**src/rtl/tod_bcd_sched_pkg.sv**
```systemverilog
// Shared definitions for the BCD conversion scheduler: FSM encoding,
// error codes and the largest operand representable in the BCD result.
package tod_bcd_sched_pkg;

   typedef enum logic [2:0] {
      IDLE,
      START,
      WAIT,
      DONE,
      CLEAR,
      ERR
   } state_t;

   localparam logic [1:0] ERR_OK  = 2'b00;
   localparam logic [1:0] ERR_OVF = 2'b01;
   localparam logic [1:0] ERR_TMO = 2'b10;

   // 10^digits - 1: the largest value the converter can express
   function automatic logic [31:0] bcd_max(input int digits);
      logic [31:0] p;
      p = 32'd1;
      for (int i = 0; i < digits; i++) begin
         p = p * 32'd10;
      end
      return p - 32'd1;
   endfunction

endpackage

```
**src/rtl/tod_bcd_sched_rr_arbiter.sv**
```systemverilog
// Round-robin one-hot selector: lowest request at or above the pointer,
// otherwise wraps around to the lowest request overall.
module rr_arbiter #(
   parameter int N_REQ = 4,
   parameter int PTR_W = 2
) (
   input  logic [N_REQ-1:0] i_Req,
   input  logic [PTR_W-1:0] i_Ptr,
   output logic [N_REQ-1:0] o_Grant
);

   logic [N_REQ-1:0] w_Mask;
   logic [N_REQ-1:0] w_Masked;
   logic [N_REQ-1:0] w_Hi_Pick;
   logic [N_REQ-1:0] w_Lo_Pick;

   genvar gi;
   generate
      for (gi = 0; gi < N_REQ; gi++) begin : g_mask
         assign w_Mask[gi] = (PTR_W'(gi) >= i_Ptr);
      end
   endgenerate

   assign w_Masked  = i_Req & w_Mask;
   // x & -x isolates the lowest set bit
   assign w_Hi_Pick = w_Masked & (~w_Masked + N_REQ'(1));
   assign w_Lo_Pick = i_Req & (~i_Req + N_REQ'(1));
   assign o_Grant   = (|w_Masked) ? w_Hi_Pick : w_Lo_Pick;

endmodule

```
**src/rtl/tod_bcd_sched.sv**
```systemverilog
// Shares one external binary-to-BCD converter among N_REQ requesters,
// with overflow screening, a saturating timeout and converter resync.
module tod_bcd_sched #(
   parameter int N_REQ          = 4,
   parameter int INPUT_WIDTH    = 12,
   parameter int DECIMAL_DIGITS = 3,
   parameter int TIMEOUT_CYCLES = 255
) (
   input  logic                          i_Clock,
   input  logic                          i_Reset,
   input  logic [N_REQ-1:0]              i_Req,
   input  logic [N_REQ*INPUT_WIDTH-1:0]  i_Binary,
   output logic [N_REQ-1:0]              o_Grant,
   output logic [N_REQ-1:0]              o_Done,
   output logic [DECIMAL_DIGITS*4-1:0]   o_BCD,
   output logic [1:0]                    o_Err,
   output logic                          o_Conv_Start,
   output logic [INPUT_WIDTH-1:0]        o_Conv_Binary,
   input  logic [DECIMAL_DIGITS*4-1:0]   i_Conv_BCD,
   input  logic                          i_Conv_DV,
   output logic                          o_Conv_Clear
);
   import tod_bcd_sched_pkg::*;

   localparam int PTR_W = (N_REQ > 1) ? $clog2(N_REQ) : 1;
   localparam int CNT_W = $clog2(TIMEOUT_CYCLES + 1);
   localparam int BCD_W = DECIMAL_DIGITS * 4;
   localparam logic [31:0]      MAX_VAL = bcd_max(DECIMAL_DIGITS);
   localparam logic [CNT_W-1:0] TMO_VAL = CNT_W'(TIMEOUT_CYCLES);

   state_t                 r_State;
   logic                   r_Resync;
   logic [PTR_W-1:0]       r_Ptr;
   logic [PTR_W-1:0]       r_Idx;
   logic [CNT_W-1:0]       r_Count;
   logic [INPUT_WIDTH-1:0] r_Operand;
   logic [N_REQ-1:0]       r_Grant;
   logic [N_REQ-1:0]       r_Done;
   logic [BCD_W-1:0]       r_BCD;
   logic [1:0]             r_Err;
   logic                   r_Conv_Start;
   logic                   r_Conv_Clear;

   logic [N_REQ-1:0]       w_Arb_Grant;
   logic [PTR_W-1:0]       w_Arb_Idx;
   logic [PTR_W-1:0]       w_Next_Ptr;
   logic [INPUT_WIDTH-1:0] w_Arb_Operand;
   logic                   w_Ovf;
   logic [CNT_W-1:0]       w_Count_Inc;
   logic                   w_Timeout;
   logic [N_REQ-1:0]       w_Idx_Onehot;

   rr_arbiter #(
      .N_REQ (N_REQ),
      .PTR_W (PTR_W)
   ) u_arb (
      .i_Req   (i_Req),
      .i_Ptr   (r_Ptr),
      .o_Grant (w_Arb_Grant)
   );

   always_comb begin
      w_Arb_Idx     = '0;
      w_Arb_Operand = '0;
      for (int k = 0; k < N_REQ; k++) begin
         if (w_Arb_Grant[k]) begin
            w_Arb_Idx     = PTR_W'(k);
            w_Arb_Operand = i_Binary[k*INPUT_WIDTH +: INPUT_WIDTH];
         end
      end
   end

   assign w_Next_Ptr  = (w_Arb_Idx == PTR_W'(N_REQ - 1)) ? '0 : w_Arb_Idx + PTR_W'(1);
   assign w_Ovf       = (32'(w_Arb_Operand) > MAX_VAL);
   assign w_Count_Inc = (r_Count == '1) ? r_Count : r_Count + CNT_W'(1);
   assign w_Timeout   = (w_Count_Inc >= TMO_VAL);

   genvar gi;
   generate
      for (gi = 0; gi < N_REQ; gi++) begin : g_onehot
         assign w_Idx_Onehot[gi] = (r_Idx == PTR_W'(gi));
      end
   endgenerate

   // Outputs are registered on the transition into the state that owns them
   always_ff @(posedge i_Clock) begin
      if (i_Reset) begin
         r_State      <= IDLE;
         r_Resync     <= 1'b1;
         r_Ptr        <= '0;
         r_Idx        <= '0;
         r_Count      <= '0;
         r_Operand    <= '0;
         r_Grant      <= '0;
         r_Done       <= '0;
         r_BCD        <= '0;
         r_Err        <= ERR_OK;
         r_Conv_Start <= 1'b0;
         r_Conv_Clear <= 1'b0;
      end else begin
         r_Grant      <= '0;
         r_Done       <= '0;
         r_Err        <= ERR_OK;
         r_Conv_Start <= 1'b0;
         r_Conv_Clear <= 1'b0;
         case (r_State)
            IDLE: begin
               if (r_Resync) begin
                  r_Resync     <= 1'b0;
                  r_Conv_Clear <= 1'b1;
                  r_State      <= CLEAR;
               end else if (|i_Req) begin
                  r_Grant   <= w_Arb_Grant;
                  r_Idx     <= w_Arb_Idx;
                  r_Operand <= w_Arb_Operand;
                  r_Ptr     <= w_Next_Ptr;
                  if (w_Ovf) begin
                     r_Done  <= w_Arb_Grant;
                     r_BCD   <= '1;
                     r_Err   <= ERR_OVF;
                     r_State <= ERR;
                  end else begin
                     r_Conv_Start <= 1'b1;
                     r_State      <= START;
                  end
               end
            end
            START: begin
               r_Count <= '0;
               r_State <= WAIT;
            end
            WAIT: begin
               r_Count <= w_Count_Inc;
               if (i_Conv_DV) begin
                  r_Done  <= w_Idx_Onehot;
                  r_BCD   <= i_Conv_BCD;
                  r_Err   <= ERR_OK;
                  r_State <= DONE;
               end else if (w_Timeout) begin
                  r_Done  <= w_Idx_Onehot;
                  r_BCD   <= '1;
                  r_Err   <= ERR_TMO;
                  r_State <= ERR;
               end
            end
            DONE, ERR: begin
               r_Conv_Clear <= 1'b1;
               r_State      <= CLEAR;
            end
            CLEAR: begin
               r_State <= IDLE;
            end
            default: begin
               r_State <= IDLE;
            end
         endcase
      end
   end

   assign o_Grant       = r_Grant;
   assign o_Done        = r_Done;
   assign o_BCD         = r_BCD;
   assign o_Err         = r_Err;
   assign o_Conv_Start  = r_Conv_Start;
   assign o_Conv_Binary = r_Operand;
   assign o_Conv_Clear  = r_Conv_Clear;

endmodule

```
**config.mk**
```make
export PLATFORM = sky130hd
export DESIGN_NAME = tod_bcd_sched
export DESIGN_NICKNAME = d
export VERILOG_FILES = /design/src/rtl/tod_bcd_sched_pkg.sv /design/src/rtl/tod_bcd_sched_rr_arbiter.sv /design/src/rtl/tod_bcd_sched.sv
export SDC_FILE = /design/constraint.sdc
export NUM_CORES = 1
export LEC_CHECK = 0
export CAP_MARGIN = 20
export CORE_UTILIZATION = 49
export DETAILED_ROUTE_END_ITERATION = 16
export PLACE_DENSITY = 0.95
export SYNTH_ARGS = -nofsm -noshare
export SYNTH_HDL_FRONTEND = slang
export SYNTH_SLANG_ARGS = --single-unit
```
**constraint.sdc**
```tcl
create_clock -name i_Clock -period 3.69 [get_ports i_Clock]
set_input_delay 0.5535 -clock i_Clock [delete_from_list [all_inputs] [get_ports i_Clock]]
set_output_delay 0.5535 -clock i_Clock [all_outputs]
set_load 0.02 [all_outputs]
```
==> results of run 1 <==
==> layout make-up <==
| class | instances | area (um^2) |
|---|---|---|
| multi-input cells | 281 | 1680 |
| fillers | 445 | 1560 |
| repair buffers | 112 | 1100 |
| flip-flops and latches | 52 | 1040 |
| well taps | 72 | 90.1 |
| clock buffers | 5 | 68.8 |
| inverters | 9 | 33.8 |
| clock inverters | 3 | 28.8 |
==> cell usage in the layout, fill, tap and decap left out, types with 4 or more instances in the layout <==
master / Yosys / final
sky130_fd_sc_hd__clkbuf_8: 0 / 5
sky130_fd_sc_hd__nand2b_1: 8 / 8
sky130_fd_sc_hd__a22oi_1: 12 / 12
sky130_fd_sc_hd__o22ai_1: 4 / 4
sky130_fd_sc_hd__o21ai_0: 10 / 10
sky130_fd_sc_hd__inv_1: 9 / 9
sky130_fd_sc_hd__o21ai_2: 10 / 10
sky130_fd_sc_hd__o21ai_1: 6 / 6
sky130_fd_sc_hd__a31oi_1: 4 / 4
sky130_fd_sc_hd__a21oi_1: 15 / 15
sky130_fd_sc_hd__nand2_1: 29 / 29
sky130_fd_sc_hd__a311oi_1: 11 / 11
sky130_fd_sc_hd__or2_2: 4 / 4
sky130_fd_sc_hd__o32ai_1: 6 / 6
sky130_fd_sc_hd__o2111ai_1: 4 / 4
sky130_fd_sc_hd__nand3_1: 8 / 8
sky130_fd_sc_hd__nor2_1: 69 / 69
sky130_fd_sc_hd__a211oi_1: 8 / 8
sky130_fd_sc_hd__dfxtp_1: 52 / 52
sky130_fd_sc_hd__clkdlybuf4s50_1: 0 / 101
sky130_fd_sc_hd__buf_4: 2 / 9
sky130_fd_sc_hd__nor3_1: 20 / 20
==> sequential cells by signal, indices dropped and copies added (netlist names) <==
signal / count
o_Conv_Clear: 1
o_Done: 4
o_BCD: 12
o_Err: 2
o_Conv_Start: 1
o_Conv_Binary: 12
o_Grant: 4
r_State: 3
r_Resync: 1
r_Count: 8
r_Ptr: 2
r_Idx: 2
==> per-stage QoR <==
stage / util / instances / cell area [um^2] / worst slack, ns
after floorplan: - / 371 / 2900 / 1.22
after global placement: 0.700 / 524 / 3920 / 0.242
after detailed placement: 0.700 / 524 / 3920 / 0.0471
after CTS: 0.717 / 532 / 4020 / 0.364
after global routing: 0.721 / 534 / 4040 / 0.264
final: 0.721 / 534 / 4040 / 0.452
==> kinds of logic (layout without fill, tap and decap cells) <==
kind of cell | count (synthesis) | in the layout | synth area share
xor+xnor | 2 | 2 | 0.00604
compound gates | 118 | 118 | 0.312
buf+inv | 38 | 129 | 0.0604
mux | 1 | 1 | 0.00345
fa+ha+maj | 1 | 1 | 0.00432
flops | 52 | 52 | 0.359
simple gates | 159 | 159 | 0.255
==> critical path: stages <==
cell,delay (ns)
sky130_fd_sc_hd__clkdlybuf4s50_1,0.58
sky130_fd_sc_hd__buf_4,0.24
sky130_fd_sc_hd__o21ai_2,0.15
sky130_fd_sc_hd__o211a_1,0.33
sky130_fd_sc_hd__nand2_1,0.11
sky130_fd_sc_hd__a311o_1,0.37
sky130_fd_sc_hd__a222oi_1,0.42
sky130_fd_sc_hd__a21oi_2,0.23
sky130_fd_sc_hd__buf_8,0.22
sky130_fd_sc_hd__o32ai_1,0.25
==> routing by layer <==
metal,up-vias,GRT usage,share of wire
met4,0,0.0982,0.021
met2,133,0.512,0.50
met1,1494,0.371,0.41
met3,18,0.0609,0.067
met5,-,0,0
li1,1546,-,-
==> power groups by stage <==
stage	clock, uW	combinational (uW)	sequential, uW
after global placement	0	1150	830
after global routing	386	1300	846
after CTS	358	1180	823
final	352	1210	828
after floorplan	0	617	932
after detailed placement	0	1170	835
==> final timing paths <==
path                                                startpoint                             end  slack [ns]  cells after the start
worst max register to register           r_Ptr[1]$_SDFFE_PP0P_            o_Done[0]$_SDFF_PP0_        0.70                      9
worst min register to register  o_Conv_Binary[10]$_SDFFE_PP0P_  o_Conv_Binary[10]$_SDFFE_PP0P_        0.51                      2
worst max-delay path                                  i_Req[0]            o_Done[0]$_SDFF_PP0_        0.45                     10
worst min-delay path            o_Conv_Binary[10]$_SDFFE_PP0P_  o_Conv_Binary[10]$_SDFFE_PP0P_        0.51                      2
==> results_tabular.tex, run 1 <==
\begin{tabular}{lr}
\hline
Metric & Value \\
\hline
\multicolumn{2}{l}{\textbf{Status}} \\
\quad Run status & complete, no violations \\
\multicolumn{2}{l}{\textbf{Power and ir drop}} \\
\quad Sequential share of power & 0.347 \\
\quad Internal power summed over all cells & 1380 uW \\
\quad Leakage power & 0.00141 uW \\
\quad Pwr dens & 590 nW/um\^{}2 \\
\quad Part of the total power dissipated in combinational logic & 0.505 \\
\quad VDD IR max & 319 uV \\
\quad Switching Power & 1010 uW \\
\quad Clock Power Share & 0.148 \\
\quad Power after layout & 2390 uW \\
\quad Sw Ratio & 0.421 \\
\multicolumn{2}{l}{\textbf{Drt}} \\
\quad DRT antenna net count & 0 \\
\quad DRC & 0 \\
\quad Violation count after the first detailed-routing iteration & 272 \\
\quad First drt pass iteration count & 6 \\
\quad Total Routed Length & 9090 um \\
\quad Via count & 3,191 \\
\quad Post-DR wirelength/cell & 17.0 um \\
\quad Post-detailed-route via-to-cell ratio & 5.98 \\
\multicolumn{2}{l}{\textbf{Floorplanning}} \\
\quad Effective utilization at floorplan & 0.517 \\
\quad Area of the core region & 5610 um\^{}2 \\
\quad Horiz. Die Dim & 78.9 um \\
\quad Die extent in y & 78.9 um \\
\quad Number of core rows & 27 \\
\quad Ports placed on the boundary & 103 \\
\quad Die Footprint & 6230 um\^{}2 \\
\multicolumn{2}{l}{\textbf{Synthesis}} \\
\quad Post-Syn Area per Cell & 7.81 um\^{}2 \\
\quad Dominant cell by count in the synthesized netlist & sky130\_fd\_sc\_hd\_\_nor2\_1 \\
\quad Distinct cell type count of the synthesized netlist & 64 \\
\quad Synthesized netlist net count & 439 \\
\quad Most frequent cells after synthesis & sky130\_fd\_sc\_hd\_\_nor2\_1, sky130\_fd\_sc\_hd\_\_dfxtp\_1, sky130\_fd\_sc\_hd\_\_nand2\_1, sky130\_fd\_sc\_hd\_\_nor3\_1, sky130\_fd\_sc\_hd\_\_a21oi\_1 \\
\quad Number of synthesis warnings & 0 \\
\quad Sequential fraction of the synthesis area & 0.359 \\
\quad Library cell with the largest summed area after synthesis & sky130\_fd\_sc\_hd\_\_dfxtp\_1 \\
\quad Dominant cells by area after synthesis & sky130\_fd\_sc\_hd\_\_dfxtp\_1, sky130\_fd\_sc\_hd\_\_nor2\_1, sky130\_fd\_sc\_hd\_\_nand2\_1 \\
\quad Ys flop type & sky130\_fd\_sc\_hd\_\_dfxtp\_1 \\
\quad Total standard cell area after synthesis & 2900 um\^{}2 \\
\quad Number of synthesized register bits & 52 \\
\quad Number of enable flip-flop cells after synthesis & 0 \\
\quad Fraction of registers with async set or reset after synthesis & 0 \\
\quad Portion of synthesized cell area occupied by the leading cell type & 0.359 \\
\quad Post-synthesis cell count & 371 \\
\multicolumn{2}{l}{\textbf{Placement}} \\
\quad Placer's final routability congestion estimate & 0.968 \\
\quad Number of buffers inserted by port buffering & 102 \\
\quad Detailed placement HPWL & 6820 um \\
\multicolumn{2}{l}{\textbf{Hold path}} \\
\quad Path type of the worst min-delay path & flip-flop to flip-flop \\
\multicolumn{2}{l}{\textbf{Timing}} \\
\quad Endpoints failing setup & 0 \\
\quad Worst slack on hold paths & 0.506 ns \\
\quad Total count of max-transition violations in the final report & 0 \\
\quad Final Hold Viols & 0 \\
\quad Final critical path time including I/O delays and setup & 3.24 ns \\
\quad Unrepaired setup endpoints after global routing & false \\
\quad Relative max-transition margin & 0.370 \\
\quad Layout Skew & 0.00897 ns \\
\quad Maximum clock frequency & 309 MHz \\
\quad Final worst path period share & 0.877 \\
\quad Final-layout setup total negative slack & 0 ns \\
\quad Slew of the pin with the lowest slew margin & 0.945 ns \\
\multicolumn{2}{l}{\textbf{Clocking}} \\
\quad Htree depth & 2 \\
\quad Hold-fix buffers, CTS & 0 \\
\quad CTS Sinks & 52 \\
\quad Clock insertion delay at the later pin of the skew report & 0.31 ns \\
\quad Total clock buffers created by CTS & 5 \\
\quad Maximum number of buffers from clock root to sink & 2 \\
\quad Register clock-pin slew on the reported worst setup and hold paths & 0.11 ns \\
\quad Clock tree from TritonCTS & yes \\
\quad Post-cts sizing count & 0 \\
\quad Post-CTS Setup Bufs & 0 \\
\quad Clock root buffer & sky130\_fd\_sc\_hd\_\_clkbuf\_8 \\
\multicolumn{2}{l}{\textbf{GRT}} \\
\quad GRT Resource Usage Total & 0.298 \\
\quad Global route overflow & 0 \\
\quad Number of antenna violations at the first check in global routing & 0 \\
\quad Via count of the first global-routing pass & 3,009 \\
\quad Global-route wire length before repair & 14,500 um \\
\quad Maximum number of pins on one net before global-route repair & 56 \\
\multicolumn{2}{l}{\textbf{Run}} \\
\quad Number of maximum-capacitance violations & 0 \\
\multicolumn{2}{l}{\textbf{Setup path}} \\
\quad Worst Setup Path Type & input pin to flip-flop \\
\quad Peak fanout along the critical path & 13 \\
\quad Critical Path Source Type & input pin \\
\quad Type of destination of the critical path & flip-flop \\
\quad Required time of the critical path & 3.91 ns \\
\quad Arrival time of the worst setup path & 3.46 ns \\
\multicolumn{2}{l}{\textbf{Cells and area}} \\
\quad Share of post-route cells with drive strength above 1 & 0.0931 \\
\quad Antenna cell count & 0 \\
\quad Layout Area Growth over Synthesis & 39.5\% \\
\quad Post-layout net count & 529 \\
\hline
\end{tabular}
Power figures use the tool's default switching activity.
==> run 2: changes to the inputs <==
- CAP_MARGIN: 20 -> unset
==> results_tabular.tex, run 2 (same netlist as run 1, synthesis figures left out) <==
\begin{tabular}{lr}
\hline
Metric & Value \\
\hline
\multicolumn{2}{l}{\textbf{Status}} \\
\quad Run status & complete, no violations \\
\multicolumn{2}{l}{\textbf{Setup path}} \\
\quad Worst Setup Path Type & input pin to flip-flop \\
\quad Required time of the critical path & 3.85 ns \\
\quad Arrival time of the worst setup path & 3.53 ns \\
\quad R2r endpoint & o\_Done[0]\$\_SDFF\_PP0\_ \\
\quad Beginning of the worst register-to-register path & r\_Ptr[0]\$\_SDFFE\_PP0P\_ \\
\quad Critical Path Source Type & input pin \\
\quad Peak fanout along the critical path & 18 \\
\quad Flop-to-flop setup slack & 0.59 ns \\
\quad Type of destination of the critical path & flip-flop \\
\quad Reg2reg path depth & 7 \\
\multicolumn{2}{l}{\textbf{Timing}} \\
\quad Final critical path time including I/O delays and setup & 3.37 ns \\
\quad Unrepaired setup endpoints after global routing & false \\
\quad Final Hold Viols & 0 \\
\quad Slew of the pin with the lowest slew margin & 1.14 ns \\
\quad Relative max-transition margin & 0.240 \\
\quad Final worst path period share & 0.913 \\
\quad Endpoints failing setup & 0 \\
\quad Final-layout setup total negative slack & 0 ns \\
\quad Setup slack after layout & 0.321 ns \\
\quad Total count of max-transition violations in the final report & 0 \\
\quad Layout Skew & 0.0104 ns \\
\quad Maximum clock frequency & 297 MHz \\
\multicolumn{2}{l}{\textbf{Drt}} \\
\quad DRT antenna net count & 0 \\
\quad Post-detailed-route via-to-cell ratio & 6.00 \\
\quad Via count & 3,193 \\
\quad DRC & 0 \\
\quad Violation count after the first detailed-routing iteration & 327 \\
\quad First drt pass iteration count & 5 \\
\quad Total Routed Length & 9080 um \\
\quad Post-DR wirelength/cell & 17.1 um \\
\multicolumn{2}{l}{\textbf{GRT}} \\
\quad GR Layer Usage met1 & 0.371 \\
\quad Global-route wire length before repair & 14,500 um \\
\quad Via count of the first global-routing pass & 3,009 \\
\quad Global route overflow & 0 \\
\quad Number of antenna violations at the first check in global routing & 0 \\
\quad Busiest metal layer after global routing & met2 \\
\quad Global-route met2 utilization & 0.512 \\
\quad Maximum number of pins on one net before global-route repair & 56 \\
\quad GRT Resource Usage Total & 0.298 \\
\quad Met3 Track Usage GR & 0.0609 \\
\multicolumn{2}{l}{\textbf{Placement}} \\
\quad Number of buffers inserted by port buffering & 102 \\
\quad Cell Area, Placed & 3920 um\^{}2 \\
\quad Placer's final routability congestion estimate & 0.968 \\
\quad Worst setup slack before clock tree synthesis & 0.0471 ns \\
\quad Detailed placement HPWL & 6820 um \\
\multicolumn{2}{l}{\textbf{Floorplanning}} \\
\quad Die extent in y & 78.9 um \\
\quad Ports placed on the boundary & 103 \\
\quad Horiz. Die Dim & 78.9 um \\
\quad Die Footprint & 6230 um\^{}2 \\
\quad Number of core rows & 27 \\
\quad Effective utilization at floorplan & 0.517 \\
\quad Area of the core region & 5610 um\^{}2 \\
\multicolumn{2}{l}{\textbf{Hold path}} \\
\quad Beginning of the worst hold path & o\_Conv\_Binary[10]\$\_SDFFE\_PP0P\_ \\
\quad Hold-critical path depth & 2 \\
\quad Worst hold endpoint & o\_Conv\_Binary[10]\$\_SDFFE\_PP0P\_ \\
\quad Path type of the worst min-delay path & flip-flop to flip-flop \\
\multicolumn{2}{l}{\textbf{Power and ir drop}} \\
\quad Leakage power & 0.00140 uW \\
\quad Power after layout & 2370 uW \\
\quad VDD IR max & 320 uV \\
\quad Pwr dens & 589 nW/um\^{}2 \\
\multicolumn{2}{l}{\textbf{Clocking}} \\
\quad Clock insertion delay at the later pin of the skew report & 0.32 ns \\
\quad Register clock-pin slew on the reported worst setup and hold paths & 0.11 ns \\
\quad Post-cts sizing count & 0 \\
\quad Total clock buffers created by CTS & 5 \\
\quad Maximum number of buffers from clock root to sink & 2 \\
\quad Clock tree from TritonCTS & yes \\
\quad Htree depth & 2 \\
\quad CTS Sinks & 52 \\
\quad Clock root buffer & sky130\_fd\_sc\_hd\_\_clkbuf\_8 \\
\quad Hold-fix buffers, CTS & 0 \\
\quad Post-CTS Setup Bufs & 0 \\
\multicolumn{2}{l}{\textbf{Run}} \\
\quad Number of maximum-capacitance violations & 0 \\
\multicolumn{2}{l}{\textbf{Cells and area}} \\
\quad Post-layout net count & 527 \\
\quad Filler cells & 444 \\
\quad Share of post-route cells with drive strength above 1 & 0.0891 \\
\quad Layout Area Growth over Synthesis & 38.7\% \\
\quad Antenna cell count & 0 \\
\quad Commonest cells after routing, fill and taps aside & sky130\_fd\_sc\_hd\_\_clkdlybuf4s50\_1, sky130\_fd\_sc\_hd\_\_nor2\_1, sky130\_fd\_sc\_hd\_\_dfxtp\_1 \\
\quad Post-route design area & 4020 um\^{}2 \\
\quad Commonest non-fill, non-tap cell in the layout & sky130\_fd\_sc\_hd\_\_clkdlybuf4s50\_1 \\
\hline
\end{tabular}
==> run 2: final cells by class <==
type / count / area [um^2] / area share
Sequential cell: 52 / 1040 / 0.259
Multi-Input combinational cell: 281 / 1680 / 0.418
Tap cell: 72 / 90.1 / 0.0224
Clock buffer: 5 / 68.8 / 0.0171
Inverter: 9 / 33.8 / 0.00840
Timing Repair Buffer: 110 / 1080 / 0.268
Clock inverter: 3 / 28.8 / 0.00716
==> run 2: worst max-delay path by stage <==
stage | start | to | slack, ns
after global placement | i_Req[0] | o_Done[3]$_SDFF_PP0_ | 0.24
after global routing | i_Req[2] | o_Done[0]$_SDFF_PP0_ | 0.14
after detailed placement | i_Req[0] | o_Done[0]$_SDFF_PP0_ | 0.05
final | i_Req[2] | o_Done[0]$_SDFF_PP0_ | 0.32
after CTS | i_Req[0] | o_Done[0]$_SDFF_PP0_ | 0.36
after floorplan | i_Req[1] | o_BCD[10]$_SDFFE_PP0P_ | 1.22
==> run 2: per-stage QoR <==
stage,hold slack [ns],utilization,cells
finish,0.507,0.717,532
global route,0.530,0.717,532
CTS,0.509,0.717,532
detailed placement,0.474,0.700,524
global placement,0.450,0.700,524
floorplan,0.437,-,371
==> run 2: report_power, final <==
part / total [uW] / internal [uW] / switching [uW]
Sequential: 829 / 707 / 122
Clock: 353 / 144 / 209
Combinational: 1190 / 515 / 670
Total: 2370 / 1370 / 1000
==> run 2: metal layers <==
metal  wire length (um)  vias up
li1                   -     1546
met1               3760     1494
met2               4500      133
met3                615       20
met4                201        0
met5                  0        -
==> run 2: critical path, stage by stage <==
cell and delay [ns]:
sky130_fd_sc_hd__clkdlybuf4s50_1 0.71, sky130_fd_sc_hd__a21oi_1 0.15, sky130_fd_sc_hd__o211a_1 0.34, sky130_fd_sc_hd__a32o_2 0.25, sky130_fd_sc_hd__mux2i_1 0.22, sky130_fd_sc_hd__a222oi_1 0.18
sky130_fd_sc_hd__a21oi_2 0.93, sky130_fd_sc_hd__o32ai_1 0.18
